===== src/rtl/rom_script_fetcher.sv =====
// rom_script_fetcher: walks a ROM script from a start address, absorbs the
// 1-cycle ROM latency and streams words through a small credit-managed FIFO.
// Optional feature macro: SCRIPT_FETCH_ABORT_EN adds an abort input.
module rom_script_fetcher #(
    parameter int unsigned FIFO_DEPTH = 4,
    parameter logic [31:0] END_WORD   = 32'h0000_0000,
    parameter int unsigned ROM_WORDS  = 1024
) (
    input  logic        clk,
    input  logic        rst_n,
    input  logic        start,
    input  logic [11:0] start_addr,
`ifdef SCRIPT_FETCH_ABORT_EN
    input  logic        abort,
`endif
    output logic        busy,
    output logic        done,
    output logic        err_nomark,
    output logic [11:0] rom_addr,
    input  logic [31:0] rom_data,
    output logic [31:0] cmd_data,
    output logic        cmd_valid,
    input  logic        cmd_ready
);

    localparam int unsigned PW = (FIFO_DEPTH > 1) ? $clog2(FIFO_DEPTH) : 1;
    localparam int unsigned WW = $clog2(ROM_WORDS);
    localparam int unsigned NW = WW + 1;

    typedef enum logic [1:0] {
        IDLE,
        FETCH,
        DRAIN,
        DONE
    } state_t;

    state_t          state_q, state_d;
    logic [WW-1:0]   word_q, word_d;
    logic [NW-1:0]   issued_q, issued_d;
    logic            s0_q, s0_d;
    logic            s1_q, s1_d;
    logic            marker_q, marker_d;
    logic [11:0]     rom_addr_q, rom_addr_d;
    logic            busy_q, busy_d;
    logic            done_q, done_d;
    logic            err_q, err_d;
    logic [PW:0]     count_q, count_d;
    logic [PW-1:0]   rd_q, rd_d;
    logic [PW-1:0]   wr_q, wr_d;
    logic [31:0]     mem_q [FIFO_DEPTH];

    logic            push;
    logic            pop;
    logic            is_mark;
    logic            credit;
    logic            abort_hit;
    logic [WW-1:0]   start_word;
    logic            unused_addr_bits;

    assign unused_addr_bits = ^start_addr[1:0];
    assign start_word = start_addr[WW+1:2];

    assign cmd_valid  = (count_q != '0);
    assign cmd_data   = mem_q[rd_q];
    assign busy       = busy_q;
    assign done       = done_q;
    assign err_nomark = err_q;
    assign rom_addr   = rom_addr_q;

    function automatic logic [WW-1:0] next_word(input logic [WW-1:0] w);
        if (w == WW'(ROM_WORDS - 1)) begin
            return '0;
        end
        return w + 1'b1;
    endfunction

    // next-state: sequencing, issue credit, capture and FIFO bookkeeping
    always_comb begin
        state_d    = state_q;
        word_d     = word_q;
        issued_d   = issued_q;
        s0_d       = 1'b0;
        s1_d       = s0_q;
        marker_d   = marker_q;
        rom_addr_d = rom_addr_q;
        rd_d       = rd_q;
        wr_d       = wr_q;
        abort_hit  = 1'b0;
        pop        = cmd_valid & cmd_ready;
        is_mark    = s1_q && (rom_data == END_WORD);
        push       = s1_q && (rom_data != END_WORD);
        credit     = (32'(count_q) + 32'(s0_q) + 32'(s1_q)) < FIFO_DEPTH;

        unique case (state_q)
            IDLE: begin
                if (start) begin
                    state_d    = FETCH;
                    rom_addr_d = 12'({start_word, 2'b00});
                    word_d     = next_word(start_word);
                    issued_d   = NW'(1);
                    s0_d       = 1'b1;
                    marker_d   = 1'b0;
                end
            end
            FETCH: begin
                if (is_mark) begin
                    marker_d = 1'b1;
                    s1_d     = 1'b0;
                    state_d  = DRAIN;
                end else if (issued_q == NW'(ROM_WORDS)) begin
                    state_d = DRAIN;
                end else if (credit) begin
                    rom_addr_d = 12'({word_q, 2'b00});
                    word_d     = next_word(word_q);
                    issued_d   = issued_q + 1'b1;
                    s0_d       = 1'b1;
                end
            end
            DRAIN: begin
                if (is_mark) begin
                    marker_d = 1'b1;
                    s1_d     = 1'b0;
                end
                if (count_q == '0 && !s0_q && !s1_q) begin
                    state_d = DONE;
                end
            end
            DONE: begin
                state_d = IDLE;
            end
        endcase

        if (push) begin
            wr_d = wr_q + 1'b1;
        end
        if (pop) begin
            rd_d = rd_q + 1'b1;
        end
        count_d = count_q + (PW+1)'(push) - (PW+1)'(pop);

`ifdef SCRIPT_FETCH_ABORT_EN
        if (abort && (state_q == FETCH || state_q == DRAIN)) begin
            abort_hit = 1'b1;
            state_d   = DONE;
            s0_d      = 1'b0;
            s1_d      = 1'b0;
            push      = 1'b0;
            count_d   = '0;
            rd_d      = '0;
            wr_d      = '0;
        end
`endif

        busy_d = (state_d != IDLE);
        done_d = (state_d == DONE);
        err_d  = (state_d == DONE) && !marker_d && !abort_hit;
    end

    // state and registered outputs
    always_ff @(posedge clk or negedge rst_n) begin
        if (!rst_n) begin
            state_q    <= IDLE;
            word_q     <= '0;
            issued_q   <= '0;
            s0_q       <= 1'b0;
            s1_q       <= 1'b0;
            marker_q   <= 1'b0;
            rom_addr_q <= '0;
            busy_q     <= 1'b0;
            done_q     <= 1'b0;
            err_q      <= 1'b0;
            count_q    <= '0;
            rd_q       <= '0;
            wr_q       <= '0;
        end else begin
            state_q    <= state_d;
            word_q     <= word_d;
            issued_q   <= issued_d;
            s0_q       <= s0_d;
            s1_q       <= s1_d;
            marker_q   <= marker_d;
            rom_addr_q <= rom_addr_d;
            busy_q     <= busy_d;
            done_q     <= done_d;
            err_q      <= err_d;
            count_q    <= count_d;
            rd_q       <= rd_d;
            wr_q       <= wr_d;
        end
    end

    // FIFO storage; contents need no reset since count gates visibility
    always_ff @(posedge clk) begin
        if (push) begin
            mem_q[wr_q] <= rom_data;
        end
    end

endmodule

===== config.mk =====
export PLATFORM = sky130hd
export DESIGN_NAME = rom_script_fetcher
export DESIGN_NICKNAME = d
export VERILOG_FILES = /design/src/rtl/rom_script_fetcher.sv
export SDC_FILE = /design/constraint.sdc
export NUM_CORES = 1
export LEC_CHECK = 0
export ABC_AREA = 1
export CORE_ASPECT_RATIO = 0.6
export CORE_MARGIN = 2
export CORE_UTILIZATION = 30
export CTS_BUF_LIST = sky130_fd_sc_hd__clkbuf_4
export CTS_CLUSTER_SIZE = 28
export DETAILED_ROUTE_END_ITERATION = 8
export GPL_ROUTABILITY_DRIVEN = 0
export PLACE_DENSITY = 0.47
export SLEW_MARGIN = 40
export SYNTH_ARGS = -nofsm -noshare
export SYNTH_HDL_FRONTEND = slang
export SYNTH_SLANG_ARGS = --single-unit

===== constraint.sdc =====
create_clock -name clk -period 3.9 [get_ports clk]
set_input_delay 0.585 -clock clk [delete_from_list [all_inputs] [get_ports clk]]
set_output_delay 0.585 -clock clk [all_outputs]
set_load 0.01 [all_outputs]

# Yosys cells after proc, flatten, opt, wreduce, memory -nomap -nowiden

Memories as Yosys holds them, arrays and structs flattened.
Cells that the tools add are included.

Input port bits: 48
Register bits: 48
Output and inout port bits: 48
Logic and storage cells: 97
RAM bits: 128
Memories: 1

Equal/unequal tests: 11
Mux-type cells: 44
Bitwise operators: 1
$lt $le $gt $ge: 1
Reduce and logical (&&, ||, !) cells: 17
$add $sub $neg: 9

Memory list:

| memory | depth | bits a word | rd ports | clocked after memory_dff | write ports | line | text |
|---|---|---|---|---|---|---|---|
| mem_q  | 4     | 32          | 1        | 0                        | 1           | 50   | `logic [31:0] mem_q [FIFO_DEPTH];` |

Operator list:

| operator                                            | number |
|---|---|
| 2-to-1 mux 10 bit                                   | 8 |
| 2-to-1 mux 12 bit                                   | 4 |
| 2-to-1 mux 11 bit                                   | 4 |
| logical NOT 32 bit                                  | 1 |
| nonzero test 32 bit                                 | 1 |
| case mux 12 bit (2 select lines)                    | 1 |
| case mux 11 bit (2 select lines)                    | 1 |
| adder 10 x 1 -> 10 bit (second input constant)      | 2 |
| == test 10 bit (second input constant)              | 2 |
| case mux 10 bit (2 select lines)                    | 1 |
| 2-to-1 mux 1 bit                                    | 18 |
| adder 11 x 1 -> 11 bit (second input constant)      | 1 |
| == test 11 bit (second input constant)              | 1 |
| 2-to-1 mux 2 bit                                    | 4 |
| inequality test 2 bit (second input constant)       | 4 |
| case mux 2 bit (4 select lines)                     | 1 |
| == test 2 bit (second input constant)               | 3 |
| adder 4 x 1 -> 5 bit                                | 1 |
| logical AND 1 bit                                   | 5 |
| < comparator 5 x 3 -> 1 bit (second input constant) | 1 |
| AND reduction 5 bit                                 | 1 |
| adder 2 x 1 -> 2 bit (second input constant)        | 2 |
| adder 3 x 1 -> 4 bit                                | 1 |
| case mux 1 bit (2 select lines)                     | 2 |
| 10 further kinds                                    | 13 |

# Depth between registers and ports, before layout

Word-level depth: 12
Depth in mapped cells: 13
Gate-level depth less buffers: 13

# Worst setup path after synthesis

No wires, ideal clock.

Kind: input -> register
From: input rom_data[31]
To: memory mem_q[0][0], enable pin
Stages on the path: 6
Data arrival time: 2295 ps
Setup slack: 1184 ps
Library setup time: 421 ps
Data required time: 3479 ps
Path through: nor2_1 > nand2_1 > nor2_1 > nand2_1 > o21ai_2 > nor2_1

Cells in the longest elaborated chain, start to end: 4

Ends and longest elaborated chain:

| item                                   | line | text |
|---|---|---|
| from (decl)                            | 20   | `input logic [31:0] rom_data,` |
| nonzero test 32 bit                    | 91   | `push = s1_q && (rom_data != END_WORD);` |
| logical AND 1 bit                      | 91   |  |
| 2-to-1 mux 1 bit                       | 194  | `if (push) begin` |
| 2-to-1 mux 1 bit (implied by the code) | 195  | `mem_q[wr_q] <= rom_data;` |
| to (decl)                              | 50   |  |

Every way passes these cells.

# Final worst setup path

From: register rd_q[0]
To: output cmd_data[19]

Cells in the longest elaborated chain, start to end: 1

Ends and longest elaborated chain:

| item                     | line | text |
|---|---|---|
| from (decl)              | 48   | `logic [PW-1:0] rd_q, rd_d;` |
| from (signal assigned)   | 187  | `rd_q <= rd_d;` |
| memory read (4 x 32 bit) | n/a  |  |
| to (decl)                | 21   | `output logic [31:0] cmd_data,` |

Every way passes these cells.

==> results by group <==
Setup path
  – CP Data Required Time: 3.31 ns
  – Crit-path max FO: 65
  – Kind of critical path: reg2out
  – Crit. End Element: output pin
  – Max stage delay cell, worst path: clkdlybuf4s50_1
  – Slowest stage delay, CP: 0.60 ns
  – Critical Path, Cell by Cell: buf_4 -> o21ai_0 -> o22ai_1 -> clkdlybuf4s50_1
  – Crit path DAT: 2.65 ns
  – Critical path buffers and inverters: 2
  – Kind of cell adding the most delay to the critical path: buffers and inverters
  – Startpoint Class: flip-flop

Clock tree
  – Clk slew on worst S/H paths: between 0.15 and 0.2 ns
  – CTS tree: done
  – CTS Buf Count: 17
  – Clock Tree Root: clkbuf_4
  – Post-CTS Repair Setup Buffers: 0
  – Clock Path Buffers: 2
  – Number of hold buffers added after CTS: 1
  – Resized cells post-CTS: 0
  – Clk sinks: 174
  – CTS H-tree lvls: 4
  – Clock latency on the worst-skew pair: 0.60 ns

Cells and area
  – Fillers: 2,537
  – Commonest non-fill, non-tap cell in the layout: edfxtp_1
  – Final Cell Area: 9460 µm²
  – Final net count: 874
  – Most frequent cells in the layout: 128 x edfxtp_1, 109 x nand2_1, 102 x nor2_1, 90 x clkdlybuf4s50_1, 72 x o21ai_0
  – Share of cells above drive strength 1: 10.5%
  – Area growth from synthesis to final layout: 21.3%

Global route
  – Vias in the first global route: 5,070
  – Initial antenna violation count: 1
  – GR Util met1: 22.8%
  – GRT met2 Usage: 19.1%
  – Gr busiest metal: met1
  – Met3 Usage GRT: around 4.6%
  – Gr usage total: 14.5%
  – First-pass GRT wire length: 29.7 mm
  – Pin count of the biggest net entering global routing: 66
  – Gr ovfl total: 0

STA
  – Measured slew at the worst slew-check pin: 0.696 ns
  – Final setup viols: 0
  – Fmax: 309 MHz
  – Fin. max-slew vios: 0
  – RSZ-0062 raised after global routing: false
  – Hold Fails Final Rpt: 0
  – Final period util: 83.0%
  – Min Clock Period, post-route: 3.24 ns
  – Worst hold margin: ~0.44 ns
  – Slew headroom: 53.6%
  – Setup TNS: 0 ns
  – Final Skew: 0.0195 ns
  – Final setup margin: 0.661 ns

Floorplan
  – CORE AREA: 25,400 µm²
  – Num rows: 45
  – Full die area: 27,300 µm²
  – Chip width: 212 µm
  – IO Count: 96
  – Die Ht: 129 µm
  – Initial Util: 30.7%

Logic synthesis
  – Count of yosys warnings during synthesis: 0
  – Area share of fa/ha/maj cells after synthesis: under 10%
  – Post-synthesis mux area share: 0%
  – Post-Synthesis Cells: 717
  – Register bit total from synthesis: 174
  – Post-synth top flop: edfxtp_1
  – Synth unique cells: 41
  – Post-Syn Area: just under 8000 µm²
  – Post-synth EDFFs: 128
  – Largest family of logic cells by synthesized area: simple AND/OR/NAND/NOR gates
  – Synth Area in Simple Gates: 15.1%
  – Register area share after synthesis: 64.0%
  – Fraction of registers with async set or reset after synthesis: 26.4%
  – Compound-Gate Fraction of Synth Area: 11.6%
  – Post-synthesis xor/xnor area fraction: 1.57%
  – Syn Area/Cell: around 11 µm²

Detailed routing
  – Via count: 5,293
  – Post-route ant nets: 0
  – Drt total wl: 18.8 mm
  – Drt first-iter violations: between 300 and 400
  – Drt pass-1 iters: 4
  – Routed vias/inst: 4.50
  – Routed WL per cell: 16.0 µm
  – # DRC: 0

Placement
  – Placement Cell Area: slightly above 9000 µm²
  – Port bufs: 91
  – Final HPWL DP: 12.1 mm
  – DP Worst Slack: 0.921 ns

Power
  – P per Cell Area: 774 nW/µm²
  – Sequential power share: 38.1%
  – Clock share of power: 15.5%
  – Internal: about 0.0043 W
  – Pleak: 3.50 nW
  – Switching share of power: between 40 and 50%
  – Psw: 0.00303 W
  – VDD IR max: ~0.28 mV
  – Gate power share: a little under half

Hold path
  – Worst hold-check path type: in2async

Job
  – Max-Cap Viols: 0

Outcome
  – Status: completed
[synth_stat cells, types with 4 or more instances]
library cell | count | share of area [%]
edfxtp_1 | 128 | 49
nand2_1 | 109 | 5.2
nor2_1 | 106 | 5.1
o21ai_0 | 72 | 4.6
inv_1 | 49 | 2.4
dfrtp_1 | 46 | 15
o22ai_1 | 33 | 2.6
nand3_1 | 29 | 1.9
clkbuf_1 | 21 | 1.0
ha_1 | 16 | 2.6
o21ai_2 | 16 | 1.8
xor2_1 | 11 | 1.2
o21a_1 | 9 | 0.87
o21ai_1 | 8 | 0.51
nand4_1 | 7 | 0.56
buf_2 | 5 | 0.32
buf_6 | 4 | 0.58
nand2_2 | 4 | 0.32
[power by group through the flow]
| stage | Clock, W | Combinational, W | Sequential [W] |
|---|---|---|---|
| 3_3_place_gp | 0 | 0.00347 | 0.00283 |
| 3_5_place_dp | 0 | 0.00347 | 0.00283 |
| 5_1_grt | 0.00125 | 0.00380 | 0.00285 |
| 4_1_cts | 0.00118 | 0.00348 | 0.00279 |
| 6_report | 0.00113 | 0.00340 | 0.00279 |
| 2_1_floorplan | 0 | 0.00210 | 0.00281 |
[layer usage]
metal  up-vias  wire (µm)
li1       2674          -
met1      2530      10400
met2        85       7350
met3         4        940
met4         0         83
met5         -          0
[cell type report]
| class | count | area (µm²) | area share, % |
|---|---|---|---|
| multi-input combinational | 459 | 2460 | 26.1 |
| sequential | 174 | 5000 | 52.8 |
| tap | 352 | 440 | 4.66 |
| antenna | 1 | 2.50 | 0.0265 |
| clock inverter | 14 | 174 | 1.84 |
| inverter | 52 | 195 | 2.06 |
| timing repair buffer | 105 | 1050 | 11.1 |
| clock buffer | 18 | 135 | 1.43 |
[stage by stage]
step	cells	power (W)	utilization, %
final	1175	0.00732	37.3
after global routing	1174	0.00790	37.2
after CTS	1174	0.00746	37.2
after detailed placement	1141	0.00630	36.0
after global placement	1141	0.00630	36.0
after floorplan	718	0.00491	-
[registers in the layout (all words and copies together) (netlist names)]
name,cells
busy,1
count_q,3
done,1
err_nomark,1
issued_q,11
marker_q,1
mem_q,128
rd_q,2
rom_addr,10
s0_q,1
s1_q,1
state_q,2
word_q,10
wr_q,2
[path summary, 6_finish.rpt]
path                                          from                       to  slack, ns  depth (start not counted)
setup reg to reg              count_q[1]$_DFF_PN0_     count_q[2]$_DFF_PN0_       1.62                         10
min in group clk           rom_addr[3]$_DFFE_PN0P_  rom_addr[3]$_DFFE_PN0P_       0.49                          2
max in group asynchronous                    rst_n           done$_DFF_PN0_       2.65                          3
hold / removal                               rst_n      rd_q[1]$_DFFE_PN0P_       0.44                          2
hold reg to reg            rom_addr[3]$_DFFE_PN0P_  rom_addr[3]$_DFFE_PN0P_       0.49                          2
setup / recovery               rd_q[0]$_DFFE_PN0P_             cmd_data[19]       0.66                          4
[logic make-up after synthesis]
family                   after synthesis
other                                  1
buffers and inverters                 85
XOR/XNOR                              14
AO/OA/AOI/OAI                        150
adder cells (fa/ha/maj)               17
AND/OR/NAND/NOR                      276
flip-flops                           174
Note: power is estimated with default switching activity, not from simulation.
